<file path="config.mk">
export PLATFORM = sky130hd
export DESIGN_NAME = delivery_pulse_gen_flat
export DESIGN_NICKNAME = d
export VERILOG_FILES = /design/src/rtl/cricket_pkg.sv /design/src/rtl/delivery_pulse_gen_if.sv /design/src/rtl/sync_ff.sv /design/src/rtl/delivery_pulse_gen.sv /design/src/flat_wrapper.sv
export SDC_FILE = /design/constraint.sdc
export NUM_CORES = 1
export LEC_CHECK = 0
export ABC_AREA = 1
export CAP_MARGIN = 20
export CORE_MARGIN = 2
export CORE_UTILIZATION = 60
export CTS_CLUSTER_SIZE = 8
export DETAILED_ROUTE_END_ITERATION = 8
export GPL_TIMING_DRIVEN = 0
export PLACE_DENSITY = 0.79
export SETUP_SLACK_MARGIN = 0.1
export SYNTH_ARGS = -nofsm -noshare
export SYNTH_HDL_FRONTEND = slang
export SYNTH_HIERARCHICAL = 1
export SYNTH_SLANG_ARGS = --single-unit
</file>
<file path="constraint.sdc">
create_clock -name clk_fpga -period 3.4 [get_ports clk_fpga]
set_input_delay 0.51 -clock clk_fpga [delete_from_list [all_inputs] [get_ports clk_fpga]]
set_output_delay 0.51 -clock clk_fpga [all_outputs]
set_load 0.02 [all_outputs]
</file>
<file path="src/rtl/cricket_pkg.sv">
// Shared types and clock-derived constants for the cricket game input path.
// FSM state encoding used by the button conditioner and related sequencers.
package cricket_pkg;

    typedef enum logic [1:0] {
        IDLE      = 2'd0,
        PRESS_CHK = 2'd1,
        HELD      = 2'd2,
        REL_CHK   = 2'd3
    } state_t;

    localparam int CLK_HZ         = 100000000;
    localparam int CYCLES_PER_MS  = CLK_HZ / 1000;
    localparam int DEBOUNCE_10MS  = 10 * CYCLES_PER_MS;
    localparam int REPEAT_500MS   = 500 * CYCLES_PER_MS;
    localparam int REPEAT_250MS   = 250 * CYCLES_PER_MS;

    function automatic int ms_to_cycles(input int ms);
        return ms * CYCLES_PER_MS;
    endfunction

endpackage

</file>
<file path="src/rtl/delivery_pulse_gen_if.sv">
// Button pad bundle: raw press/lock towards the conditioner, clean strobe/status back.
interface delivery_pulse_gen_if;
    logic btn_raw;
    logic lock;
    logic delivery;
    logic btn_level;
    logic busy;

    modport master (output btn_raw, lock, input delivery, btn_level, busy);
    modport slave  (input btn_raw, lock, output delivery, btn_level, busy);
endinterface

</file>
<file path="src/rtl/sync_ff.sv">
// Reset-to-0 multi-flop synchroniser for an asynchronous level input.
module sync_ff #(
    parameter int STAGES = 2
) (
    input  logic clk,
    input  logic rst_b,
    input  logic level,
    output logic synced
);
    logic [STAGES-1:0] chain;

    always_ff @(posedge clk) begin
        if (!rst_b) chain <= '0;
        else        chain <= {chain[STAGES-2:0], level};
    end

    assign synced = chain[STAGES-1];
endmodule

</file>
<file path="src/rtl/delivery_pulse_gen.sv">
// Push-button conditioner: synchronise, debounce, one delivery strobe per accepted press.
// Optional auto-repeat while held is enabled by defining DELIVERY_AUTOREPEAT_EN.
//
// state     | meaning
// IDLE      | button released and stable
// PRESS_CHK | counting consecutive pressed samples
// HELD      | press accepted, waiting for release
// REL_CHK   | counting consecutive released samples
module delivery_pulse_gen
    import cricket_pkg::*;
#(
    parameter int DEBOUNCE_CYCLES = 1000000,
    parameter int SYNC_STAGES     = 2,
    parameter int REPEAT_DELAY    = 50000000,
    parameter int REPEAT_PERIOD   = 25000000
) (
    input  logic                 clk_fpga,
    input  logic                 reset,
    delivery_pulse_gen_if.slave  pad
);
    localparam int            CW       = $clog2(DEBOUNCE_CYCLES + 1);
    localparam logic [CW-1:0] CNT_LAST = CW'(DEBOUNCE_CYCLES - 1);
    localparam logic [CW-1:0] CNT_MAX  = '1;

    state_t        state_q, state_d;
    logic [CW-1:0] cnt_q, cnt_d;
    logic          s;
    logic          accept;
    logic          fire;
    logic          delivery_q, level_q, busy_q;

    sync_ff #(.STAGES(SYNC_STAGES)) u_sync (
        .clk    (clk_fpga),
        .rst_b  (reset),
        .level  (pad.btn_raw),
        .synced (s)
    );

    function automatic logic [CW-1:0] cnt_inc(input logic [CW-1:0] c);
        return (c == CNT_MAX) ? c : c + CW'(1);
    endfunction

    // >= rather than == lets DEBOUNCE_CYCLES==1 exit on the first PRESS_CHK sample.
    always_comb begin
        state_d = state_q;
        cnt_d   = cnt_q;
        accept  = 1'b0;
        unique case (state_q)
            IDLE: begin
                if (s) begin
                    state_d = PRESS_CHK;
                    cnt_d   = CW'(1);
                end else begin
                    cnt_d = '0;
                end
            end
            PRESS_CHK: begin
                if (!s) begin
                    state_d = IDLE;
                    cnt_d   = '0;
                end else if (cnt_q >= CNT_LAST) begin
                    state_d = HELD;
                    cnt_d   = '0;
                    accept  = 1'b1;
                end else begin
                    cnt_d = cnt_inc(cnt_q);
                end
            end
            HELD: begin
                if (!s) begin
                    state_d = REL_CHK;
                    cnt_d   = CW'(1);
                end
            end
            REL_CHK: begin
                if (s) begin
                    state_d = HELD;
                    cnt_d   = '0;
                end else if (cnt_q >= CNT_LAST) begin
                    state_d = IDLE;
                    cnt_d   = '0;
                end else begin
                    cnt_d = cnt_inc(cnt_q);
                end
            end
            default: begin
                state_d = IDLE;
                cnt_d   = '0;
            end
        endcase
    end

`ifdef DELIVERY_AUTOREPEAT_EN
    localparam int RPT_MAX = (REPEAT_DELAY > REPEAT_PERIOD) ? REPEAT_DELAY : REPEAT_PERIOD;
    localparam int RW      = $clog2(RPT_MAX + 1);

    logic [RW-1:0] rpt_q, rpt_d;
    logic          first_q, first_d;
    logic          rpt_pulse;

    // Counter only advances while HELD sees the button down; REL_CHK freezes it.
    always_comb begin
        rpt_d     = rpt_q;
        first_d   = first_q;
        rpt_pulse = 1'b0;
        if (accept) begin
            rpt_d   = '0;
            first_d = 1'b1;
        end else if (state_q == HELD && s) begin
            if (rpt_q == (first_q ? RW'(REPEAT_DELAY - 1) : RW'(REPEAT_PERIOD - 1))) begin
                rpt_pulse = 1'b1;
                rpt_d     = '0;
                first_d   = 1'b0;
            end else begin
                rpt_d = rpt_q + RW'(1);
            end
        end
    end

    always_ff @(posedge clk_fpga) begin
        if (!reset) begin
            rpt_q   <= '0;
            first_q <= 1'b0;
        end else begin
            rpt_q   <= rpt_d;
            first_q <= first_d;
        end
    end

    assign fire = (accept | rpt_pulse) & ~pad.lock;
`else
    logic unused_rpt_cfg;
    assign unused_rpt_cfg = ^{32'(REPEAT_DELAY), 32'(REPEAT_PERIOD)};
    assign fire           = accept & ~pad.lock;
`endif

    always_ff @(posedge clk_fpga) begin
        if (!reset) begin
            state_q    <= IDLE;
            cnt_q      <= '0;
            delivery_q <= 1'b0;
            level_q    <= 1'b0;
            busy_q     <= 1'b0;
        end else begin
            state_q    <= state_d;
            cnt_q      <= cnt_d;
            delivery_q <= fire;
            level_q    <= (state_d == HELD) || (state_d == REL_CHK);
            busy_q     <= (state_d != IDLE);
        end
    end

    assign pad.delivery  = delivery_q;
    assign pad.btn_level = level_q;
    assign pad.busy      = busy_q;
endmodule

</file>
<file path="src/flat_wrapper.sv">
// flat-port wrapper written by rule: the top's interface ports become plain ports
module delivery_pulse_gen_flat import cricket_pkg::*;
#(
    parameter int DEBOUNCE_CYCLES = 1000000,
    parameter int SYNC_STAGES     = 2,
    parameter int REPEAT_DELAY    = 50000000,
    parameter int REPEAT_PERIOD   = 25000000
)
  (clk_fpga, reset, pad_btn_raw, pad_lock, pad_delivery, pad_btn_level, pad_busy);
  delivery_pulse_gen_if pad_i ();
  input  logic clk_fpga;
  input  logic reset;
  input wire logic [$bits(pad_i.btn_raw)-1:0] pad_btn_raw;
  input wire logic [$bits(pad_i.lock)-1:0] pad_lock;
  output wire logic [$bits(pad_i.delivery)-1:0] pad_delivery;
  output wire logic [$bits(pad_i.btn_level)-1:0] pad_btn_level;
  output wire logic [$bits(pad_i.busy)-1:0] pad_busy;
  assign pad_i.btn_raw = pad_btn_raw;
  assign pad_i.lock = pad_lock;
  assign pad_delivery = pad_i.delivery;
  assign pad_btn_level = pad_i.btn_level;
  assign pad_busy = pad_i.busy;
  delivery_pulse_gen #(.DEBOUNCE_CYCLES(DEBOUNCE_CYCLES), .SYNC_STAGES(SYNC_STAGES), .REPEAT_DELAY(REPEAT_DELAY), .REPEAT_PERIOD(REPEAT_PERIOD)) u_core (.clk_fpga(clk_fpga), .reset(reset), .pad(pad_i));
endmodule
</file>
==> impl_metrics.csv, run 1 <==
group,metric,value,unit
worst_setup_path,worstReg2RegEnd,"u_core/cnt_q[0]",
yosys,synth_common_cells,"nand2_1, inv_1, dfxtp_1, nand3_1, nor2_1",
outcome,status,"completed",
yosys,synth_async_sr_flop_share,0,%
yosys,yosysTopAreaCell,"dfxtp_1",
worst_setup_path,arrival,1.33,ns
worst_setup_path,critical_path_depth,1,
routing,drt-total-wl,3828,µm
yosys,synth-simple-area-share,41.60,%
yosys,synthDominantCellAreaShare,32.35,%
clocking,cts_tree,"yes",
worst_setup_path,cp_num_buf_inv,1,
worst_setup_path,worst_path_largest_cell_delay,0.62,ns
yosys,synth_ff_type,"dfxtp_1",
routing,drc_errors,0,
placement,dp_cells,287,
global_routing,gr-usage-all-layers,26.11,%
cells_and_area,nets,267,
worst_setup_path,cp_top_family,"buffers and inverters",
sta,fin_crit_sh,54.14,%
cells_and_area,drive_gt1_share,9.962,%
sta,relSlewSlack,63.57,%
yosys,synth_edf_count,0,
yosys,ys_types,29,
clocking,clockRootBuffer,"clkbuf_4",
power,peakVddDrop,0.0002673,V
worst_setup_path,critPathCapture,"pad_btn_level",
sta,setup_violations,0,
die,io_pins,7,
die,fp-row-count,18,
global_routing,grt_max_degree,16,
sta,period_needed,1.841,ns
placement,place_congestion,0.9295,
die,core,2500,µm²
clocking,post_cts_buffers,0,
placement,dp_slack,1.333,ns
power,leakagePower,0.7211,nW
yosys,synth.most_common_cell,"nand2_1",
worst_setup_path,cp-end-kind,"output port",
worst_setup_path,r2r_slack,1.57,ns
die,die_y,55.79,µm
yosys,synth_seq_area_share,32.35,%
clocking,cts_buffers,3,
die,die_x,55.79,µm
yosys,syn_avg_cell_area,6.411,µm²
yosys,synthXorXnorAreaFrac,3.810,%
yosys,synthTopCellsByArea,"dfxtp_1, nand2_1, inv_1, nand3_1, nor2_1",
sta,worst_pin_slew,0.5465,ns
yosys,yosys.area_share.adder,0.7776,%
clocking,clock_latency,0.33,ns
sta,clock.fmax,543.2,MHz
worst_setup_path,worstPathCellList,"clkdlybuf4s50_1",
yosys,syn_area,1609,µm²
routing,antenna_left,0,
cells_and_area,num_antenna_cells,0,
job,maxCapViolCount,0,
yosys,synth-compound-area-share,10.65,%
die,initial_utilization,64.36,%
power,power.density,307.1,nW/µm²
cells_and_area,fin_util,70.37,%
worst_hold_path,hold_class,"register to register",
worst_setup_path,cpMaxStageDelayCell,"clkdlybuf4s50_1",
die,die_area,3112,µm²
global_routing,antenna_found_initial,0,
worst_setup_path,cp.required,2.89,ns
sta,setup_ws,1.559,ns
routing,firstDrtPassIters,4,
worst_setup_path,critPathLaunch,"u_core/pad.btn_level",
clocking,clkSinkCount,26,
power,p_total,0.5402,mW
yosys,synth_top_family_by_area,"simple AND/OR/NAND/NOR gates",
sta,holdWs,0.4336,ns
placement,post_dp_cell_area,1707,µm²
sta,tns,0,ns
sta,finClkSkew,0.006183,ns
clocking,cts_htree_levels,1,
routing,wire_per_inst,13.15,µm
worst_setup_path,timing.rr.start,"u_core/cnt_q[0]",
yosys,syn_nets,256,
placement,portBuffers,6,
placement,hpwl,2828,µm
global_routing,grt_pass1_wl,6479,µm
worst_setup_path,critPathKind,"register to output port",
sta,slew_viol_final,0,
worst_setup_path,crit_fanout,3,
clocking,cts_buffer_depth,2,
yosys,muxShareOfSynthArea,0,%
sta,hold_violations,0,
cells_and_area,postLayoutCellArea,1759,µm²
worst_setup_path,rr_worst_depth,11,
yosys,synth_cells,251,
global_routing,grt_pass1_vias,1452,
yosys,ys_warn_count,6,
sta,rsz0062_at_grt,"false",
worst_setup_path,startpoint_type,"register",
routing,via_per_inst,5.629,
yosys,ys_ff_latch,26,
routing,dr_total_vias,1638,
cells_and_area,fin_cells,291,
cells_and_area,area_delta_synth_final,9.331,%
clocking,ctsResizeCount,0,
routing,drt_iter0_markers,82,
global_routing,grt.overflow.total,0,
clocking,clk_pin_slew,0.15,ns
clocking,hold_buffers,0,
[cells in the final DEF (no fill, tap or decap), drive strengths merged]
master,n
a21oi,6
a22oi,1
buf,1
bufinv,1
clkbuf,4
clkdlybuf4s50,6
clkinv,1
dfxtp,26
ha,1
inv,41
nand2,69
nand3,27
nand3b,1
nand4,9
nor2,29
nor3,4
nor4,2
o21ai,20
o31ai,4
or2,1
xnor2,1
xor2,6
[worst min path at each step]
| stage | start | to | slack [ns] | cells past startpoint |
|---|---|---|---|---|
| after floorplan | u_core/u_sync/chain[0] | u_core/u_sync/chain[1] | 0.39 | 2 |
| after global placement | u_core/u_sync/chain[0] | u_core/u_sync/chain[1] | 0.40 | 2 |
| after detailed placement | u_core/u_sync/chain[0] | u_core/u_sync/chain[1] | 0.40 | 2 |
| after CTS | u_core/u_sync/chain[0] | u_core/u_sync/chain[1] | 0.43 | 2 |
| after global routing | u_core/u_sync/chain[0] | u_core/u_sync/chain[1] | 0.46 | 2 |
| final | u_core/u_sync/chain[0] | u_core/u_sync/chain[1] | 0.43 | 2 |
[flip-flops by register name (all words and copies together) (netlist names)]
register and count:
u_core/cnt_q 20, u_core/pad.btn_level 1, u_core/pad.busy 1, u_core/pad.delivery 1
u_core/state_q 1, u_core/u_sync/chain 2
[report_power, final]
group          internal, mW  total, mW  switching (mW)
clock network         0.119      0.217          0.0981
logic               0.00554     0.0142         0.00871
registers             0.307      0.309         0.00180
[kinds of logic after synthesis]
kind of cell / after synthesis
DFF: 26
adders and majority gates: 1
buffers and inverters: 44
AOI/OAI and AO/OA: 31
xor gates and xnor gates: 7
and+or+nand+nor: 142
[metal layers]
layer | global-route usage, % | wire [µm] | share of wire, % | vias up
met3 | 2.326 | 289 | 7.5 | 5
met4 | 8.711 | 41 | 1.1 | 0
li1 | - | - | - | 830
met1 | 34.16 | 1716 | 45 | 746
met5 | 0 | 0 | 0 | -
met2 | 45.07 | 1780 | 46 | 57
[final cells by class]
class,count,area (µm²)
clock buffer,3,22.52
buffer,2,15.01
multi-input combinational,181,914.6
sequential,26,520.5
clock inverter,1,30.03
inverter,42,158.9
timing repair buffer,6,60.06
tap,30,37.54
fill,244,740.7
(Power assumes the default switching activity.)
==> run 2, diff against run 1 <==
--- a/config.mk
+++ b/config.mk
@@ -8,11 +8,11 @@
 export ABC_AREA = 1
 export CAP_MARGIN = 20
 export CORE_MARGIN = 2
-export CORE_UTILIZATION = 60
+export CORE_UTILIZATION = 59
 export CTS_CLUSTER_SIZE = 8
 export DETAILED_ROUTE_END_ITERATION = 8
 export GPL_TIMING_DRIVEN = 0
-export PLACE_DENSITY = 0.79
+export PLACE_DENSITY = 0.78
 export SETUP_SLACK_MARGIN = 0.1
 export SYNTH_ARGS = -nofsm -noshare
 export SYNTH_HDL_FRONTEND = slang
==> constraint.sdc (replaced) <==
create_clock -name clk_fpga -period 1.7 [get_ports clk_fpga]
set_input_delay 0.255 -clock clk_fpga [delete_from_list [all_inputs] [get_ports clk_fpga]]
set_output_delay 0.255 -clock clk_fpga [all_outputs]
set_load 0.02 [all_outputs]
==> run 2 against run 1 <==
  * Combinational power grew 130%
  * Total power grew 99%
  * Global-route usage is essentially flat
  * Worst hold slack lost 0.0010 ns
  * Final cell count grew 5.5%
  * Die area grew 1.6%
  * Critical path depth grew 8
  * Clock-buffer cell count is the same
  * Final area grew 17%
  * Core utilization grew 12 points
==> impl_metrics.csv, run 2 (synthesis gave the netlist of run 1 again) <==
group,metric,value,unit
outcome,status,"completed",
routing,drc_errors,0,
cells_and_area,final_common_cell,"nand2_1",
sta,worst_pin_slew,0.6015,ns
clocking,cts_buffers,3,
global_routing,grt.overflow.total,0,
global_routing,antenna_found_initial,0,
global_routing,gr-usage-all-layers,26.08,%
routing,firstDrtPassIters,8,
die,initial_utilization,63.79,%
power,power.internal,0.8590,mW
power,power.density,519.5,nW/µm²
sta,hold_violations,0,
sta,setup_violations,0,
sta,holdWs,0.4325,ns
sta,relSlewSlack,59.90,%
global_routing,grt_pass1_vias,1451,
cells_and_area,nets,283,
clocking,clkSinkCount,26,
global_routing,grt_pass1_wl,6472,µm
job,maxCapViolCount,0,
routing,drt-total-wl,4733,µm
sta,clock.fmax,615.6,MHz
cells_and_area,largest_register,"u_core/cnt_q",
worst_setup_path,cp.required,1.90,ns
global_routing,grt_max_degree,16,
sta,period_needed,1.624,ns
placement,place_congestion,0.9398,
sta,slew_viol_final,0,
power,seqPwrFrac,56.9,%
clocking,clk_pin_slew,0.14,ns
routing,drt_iter0_markers,148,
sta,rsz0062_at_grt,"true",
worst_setup_path,crit_fanout,4,
cells_and_area,largest_reg_flops,20,
placement,hpwl,2838,µm
placement,portBuffers,6,
worst_setup_path,r2r_slack,0.08,ns
sta,finClkSkew,0.004638,ns
worst_setup_path,cp-end-kind,"register",
clocking,cts_buffer_depth,2,
worst_setup_path,arrival,1.83,ns
die,fp-row-count,18,
worst_hold_path,hold_class,"register to register",
sta,fin_crit_sh,95.56,%
power,leakagePower,0.8703,nW
power,peakVddDrop,0.0004399,V
die,die_y,56.22,µm
power,p_sw,0.2149,mW
clocking,clock_latency,0.32,ns
die,die_area,3161,µm²
cells_and_area,area_delta_synth_final,28.46,%
die,io_pins,7,
cells_and_area,final_cell_mix,"nand2_1, inv_1, nand3_1",
worst_setup_path,startpoint_type,"register",
routing,wire_per_inst,15.42,µm
routing,via_per_inst,5.837,
power,swShare,20.01,%
cells_and_area,num_antenna_cells,0,
routing,dr_total_vias,1792,
clocking,cts_tree,"yes",
clocking,hold_buffers,0,
power,p_total,1.074,mW
routing,antenna_left,0,
clocking,cts_htree_levels,1,
die,core,2522,µm²
power,power_frac_clock,40.1,%
die,die_x,56.22,µm
cells_and_area,drive_gt1_share,28.88,%
cells_and_area,top_regs,"u_core/cnt_q: 20 flops, u_core/u_sync/chain: 2 flops",
power,comb_power_share,3.0,%
worst_setup_path,critPathKind,"register to register",
clocking,clockRootBuffer,"clkbuf_4",
run 2: area by class of cell:
class,instances,area (µm²)
fillers,168,455.4
inverters,42,165.2
repair buffers,22,195.2
clock inverters,1,30.03
plain buffers,2,15.01
flip-flops and latches,26,549.3
clock buffers,3,22.52
multi-input cells,181,1052
well taps,30,37.54
run 2: worst paths after layout:
kind | start | to | depth (start not counted)
setup / recovery | u_core/cnt_q[0] | u_core/cnt_q[15] | 9
hold / removal | u_core/u_sync/chain[0] | u_core/u_sync/chain[1] | 2
setup reg to reg | u_core/cnt_q[0] | u_core/cnt_q[15] | 9
hold reg to reg | u_core/u_sync/chain[0] | u_core/u_sync/chain[1] | 2
run 2: per-layer routing:
layer / GRT usage (%) / vias to the layer above / part of all wire, %
met1: 35.55 / 796 / 41
li1: - / 868 / -
met4: 9.524 / 0 / 3.7
met2: 42.18 / 108 / 47
met3: 3.256 / 20 / 8.4
met5: 0 / - / 0
run 2: what timing repair did:
item | in CTS | in global routing
resized for setup | 7 | 58
pin swaps | 1 | 13
hold endpoints to repair | 0 | 0
cloned | 0 | 1
setup buffers | 5 | 10
setup endpoints to repair | 21 | 23
run 2: power by group through the flow:
stage,combinational (mW),clock (mW),sequential [mW]
final,0.0327,0.431,0.611
after global routing,0.0357,0.459,0.611
after CTS,0.0298,0.443,0.616
after detailed placement,0.0282,0,0.631
after global placement,0.0279,0,0.630
after floorplan,0.0129,0,0.630
run 2: critical path, stage by stage, from the launching register on:
cell and delay [ns]:
dfxtp_4 0.39, buf_4 0.11, nand3_1 0.12, inv_2 0.12, nand2_1 0.13, inv_2 0.11, nand3_1 0.13, xor2_1 0.18
o21ai_1 0.13, a21oi_1 0.08
run 2: metrics by stage:
step,area [µm²],TNS (ns),util (%),cells,setup slack [ns]
6_report,2067,0,81.94,307,0.07552
5_1_grt,2067,-0.2559,81.94,307,-0.06250
4_1_cts,1813,0,71.88,296,0.1083
3_5_place_dp,1707,-1.214,67.66,287,-0.1268
3_3_place_gp,1707,-1.394,67.66,287,-0.1417
2_1_floorplan,1609,0,-,251,0.2132
==> run 3, diff against run 2 <==
--- a/config.mk
+++ b/config.mk
@@ -8,11 +8,11 @@
 export ABC_AREA = 1
 export CAP_MARGIN = 20
 export CORE_MARGIN = 2
-export CORE_UTILIZATION = 59
+export CORE_UTILIZATION = 60
 export CTS_CLUSTER_SIZE = 8
 export DETAILED_ROUTE_END_ITERATION = 8
 export GPL_TIMING_DRIVEN = 0
-export PLACE_DENSITY = 0.78
+export PLACE_DENSITY = 0.79
 export SETUP_SLACK_MARGIN = 0.1
 export SYNTH_ARGS = -nofsm -noshare
 export SYNTH_HDL_FRONTEND = slang
==> constraint.sdc (replaced) <==
create_clock -name clk_fpga -period 1.9 [get_ports clk_fpga]
set_input_delay 0.285 -clock clk_fpga [delete_from_list [all_inputs] [get_ports clk_fpga]]
set_output_delay 0.285 -clock clk_fpga [all_outputs]
set_load 0.02 [all_outputs]
==> run 3 against run 2 <==
  * Clock power is 9.3% lower
  * Total power is 9.9% lower
  * Combinational power is 22% lower
  * Core utilization is 10 points lower
  * Critical endpoint is now u_core/cnt_q[0]
  * Largest cell class unchanged
  * Clock skew is 0.00069 ns lower
  * Global-route usage is 0.083 points higher
==> impl_metrics.csv, run 3 (synthesis gave the netlist of run 1 again) <==
group,metric,value,unit
clocking,clk_pin_slew,0.15,ns
die,die_y,55.79,µm
die,io_pins,7,
power,leakagePower,0.7340,nW
worst_setup_path,critPathKind,"register to register",
cells_and_area,largest_register,"u_core/cnt_q",
routing,drt-total-wl,3867,µm
worst_setup_path,timing.rr.start,"u_core/cnt_q[0]",
clocking,clockRootBuffer,"clkbuf_4",
die,die_area,3112,µm²
cells_and_area,final_common_cell,"nand2_1",
sta,fin_crit_sh,89.04,%
die,core,2500,µm²
clocking,cts_tree,"yes",
sta,hold_violations,0,
worst_hold_path,hold_class,"register to register",
placement,place_congestion,0.9295,
power,power.density,539.2,nW/µm²
worst_setup_path,critPathCapture,"u_core/cnt_q[0]",
worst_setup_path,cp-end-kind,"register",
worst_setup_path,r2r_slack,0.21,ns
placement,portBuffers,6,
worst_setup_path,critPathLaunch,"u_core/cnt_q[0]",
worst_setup_path,worstReg2RegEnd,"u_core/cnt_q[0]",
clocking,cts_buffers,3,
routing,drc_errors,0,
sta,holdWs,0.4337,ns
routing,dr_total_vias,1618,
sta,finClkSkew,0.003952,ns
global_routing,grt_pass1_vias,1460,
worst_setup_path,cp.required,2.15,ns
global_routing,gr-usage-all-layers,26.16,%
cells_and_area,area_delta_synth_final,11.51,%
worst_setup_path,rr_worst_depth,11,
cells_and_area,largest_reg_flops,20,
sta,slew_viol_final,0,
worst_setup_path,worst_path_largest_cell_delay,0.41,ns
clocking,clkSinkCount,26,
sta,tns,0,ns
cells_and_area,num_antenna_cells,0,
routing,antenna_left,0,
routing,drt_iter0_markers,74,
worst_setup_path,arrival,1.95,ns
sta,worst_pin_slew,0.5514,ns
power,peakVddDrop,0.0004746,V
sta,clock.fmax,591.1,MHz
worst_setup_path,startpoint_type,"register",
global_routing,grt_pass1_wl,6499,µm
cells_and_area,top_regs,"u_core/cnt_q: 20 flops, u_core/u_sync/chain: 2 flops",
cells_and_area,drive_gt1_share,12.55,%
routing,via_per_inst,5.522,
clocking,cts_buffer_depth,2,
worst_setup_path,cpMaxStageDelayCell,"dfxtp_4",
sta,period_needed,1.692,ns
global_routing,grt.overflow.total,0,
outcome,status,"completed",
worst_setup_path,worstPathCellList,"ha_1 -> nand2_2 -> nor2_4 -> nand2_1 -> nor2_2 -> nand2_2 -> clkinv_2 -> nor2_1 -> o21ai_1 -> nand2_1 -> o21ai_0",
die,fp-row-count,18,
clocking,cts_htree_levels,1,
die,initial_utilization,64.36,%
cells_and_area,nets,269,
routing,firstDrtPassIters,4,
die,die_x,55.79,µm
global_routing,antenna_found_initial,0,
clocking,clock_latency,0.33,ns
global_routing,grt_max_degree,16,
worst_setup_path,crit_fanout,7,
sta,relSlewSlack,63.24,%
placement,hpwl,2828,µm
cells_and_area,final_cell_mix,"nand2_1, inv_1, nand3_1",
sta,setup_violations,0,
routing,wire_per_inst,13.20,µm
job,maxCapViolCount,0,
sta,rsz0062_at_grt,"true",
run 3: cell types whose count changed in the layout (fill, tap and decap cells not counted), moves of 5 or more:
cell,change
nor2_1,+5
nor2_4,-5
nand2_1,+5
buf_4,-12
dfxtp_1,+12
dfxtp_2,-9
run 3: layer usage:
metal	up-vias	wire length, µm	GRT usage (%)
li1	831	-	-
met1	738	1766	34.16
met2	44	1827	45.24
met3	5	231	2.326
met4	0	41	8.711
met5	-	0	0
run 3: worst min-delay path by stage:
stage                                 startpoint                endpoint  slack, ns  cells after the start
after floorplan                         pad_lock     u_core/pad.delivery       0.36                      1
after global placement    u_core/u_sync/chain[0]  u_core/u_sync/chain[1]       0.40                      2
after detailed placement  u_core/u_sync/chain[0]  u_core/u_sync/chain[1]       0.40                      2
after CTS                 u_core/u_sync/chain[0]  u_core/u_sync/chain[1]       0.43                      2
after global routing      u_core/u_sync/chain[0]  u_core/u_sync/chain[1]       0.46                      2
final                     u_core/u_sync/chain[0]  u_core/u_sync/chain[1]       0.43                      2
run 3: what timing repair did:
item	CTS	global route
pin swaps	0	1
buffers inserted	0	2
resized for setup	1	6
hold buffers	0	0
setup endpoints to repair	1	11
run 3: final cells by class:
| class | count | area [µm²] |
|---|---|---|
| plain buffers | 2 | 15.01 |
| clock buffers | 3 | 22.52 |
| clock inverters | 1 | 30.03 |
| fillers | 236 | 705.7 |
| inverters | 42 | 158.9 |
| multi-input cells | 181 | 928.4 |
| flip-flops and latches | 26 | 526.8 |
| well taps | 30 | 37.54 |
| repair buffers | 8 | 75.07 |
run 3: stage by stage:
| stage | instances | setup WS, ns | instance area (µm²) | utilization, % | power, mW |
|---|---|---|---|---|---|
| after global placement | 287 | 0.05059 | 1707 | 68.27 | 0.5887 |
| after detailed placement | 287 | 0.05766 | 1707 | 68.27 | 0.5891 |
| final | 293 | 0.2082 | 1794 | 71.77 | 0.9675 |
| after CTS | 291 | 0.1541 | 1760 | 70.42 | 0.9749 |
| after floorplan | 251 | 0.4132 | 1609 | - | 0.5756 |
| after global routing | 293 | 0.07648 | 1794 | 71.77 | 0.9891 |
run 3: worst max-delay path: cells and delay by family, from the launching register on:
| family | cells | cell delay (ns) |
|---|---|---|
| simple gates | 7 | 0.70 |
| fa+ha+maj | 1 | 0.21 |
| compound gates | 2 | 0.18 |
| flops | 1 | 0.41 |
| buf+inv | 1 | 0.12 |
run 3: where the power goes:
| group | switching [mW] | internal [mW] | leakage (nW) |
|---|---|---|---|
| registers | 0.00319 | 0.548 | 0.212 |
| clock network | 0.177 | 0.213 | 0.0279 |
| logic | 0.0156 | 0.00990 | 0.494 |
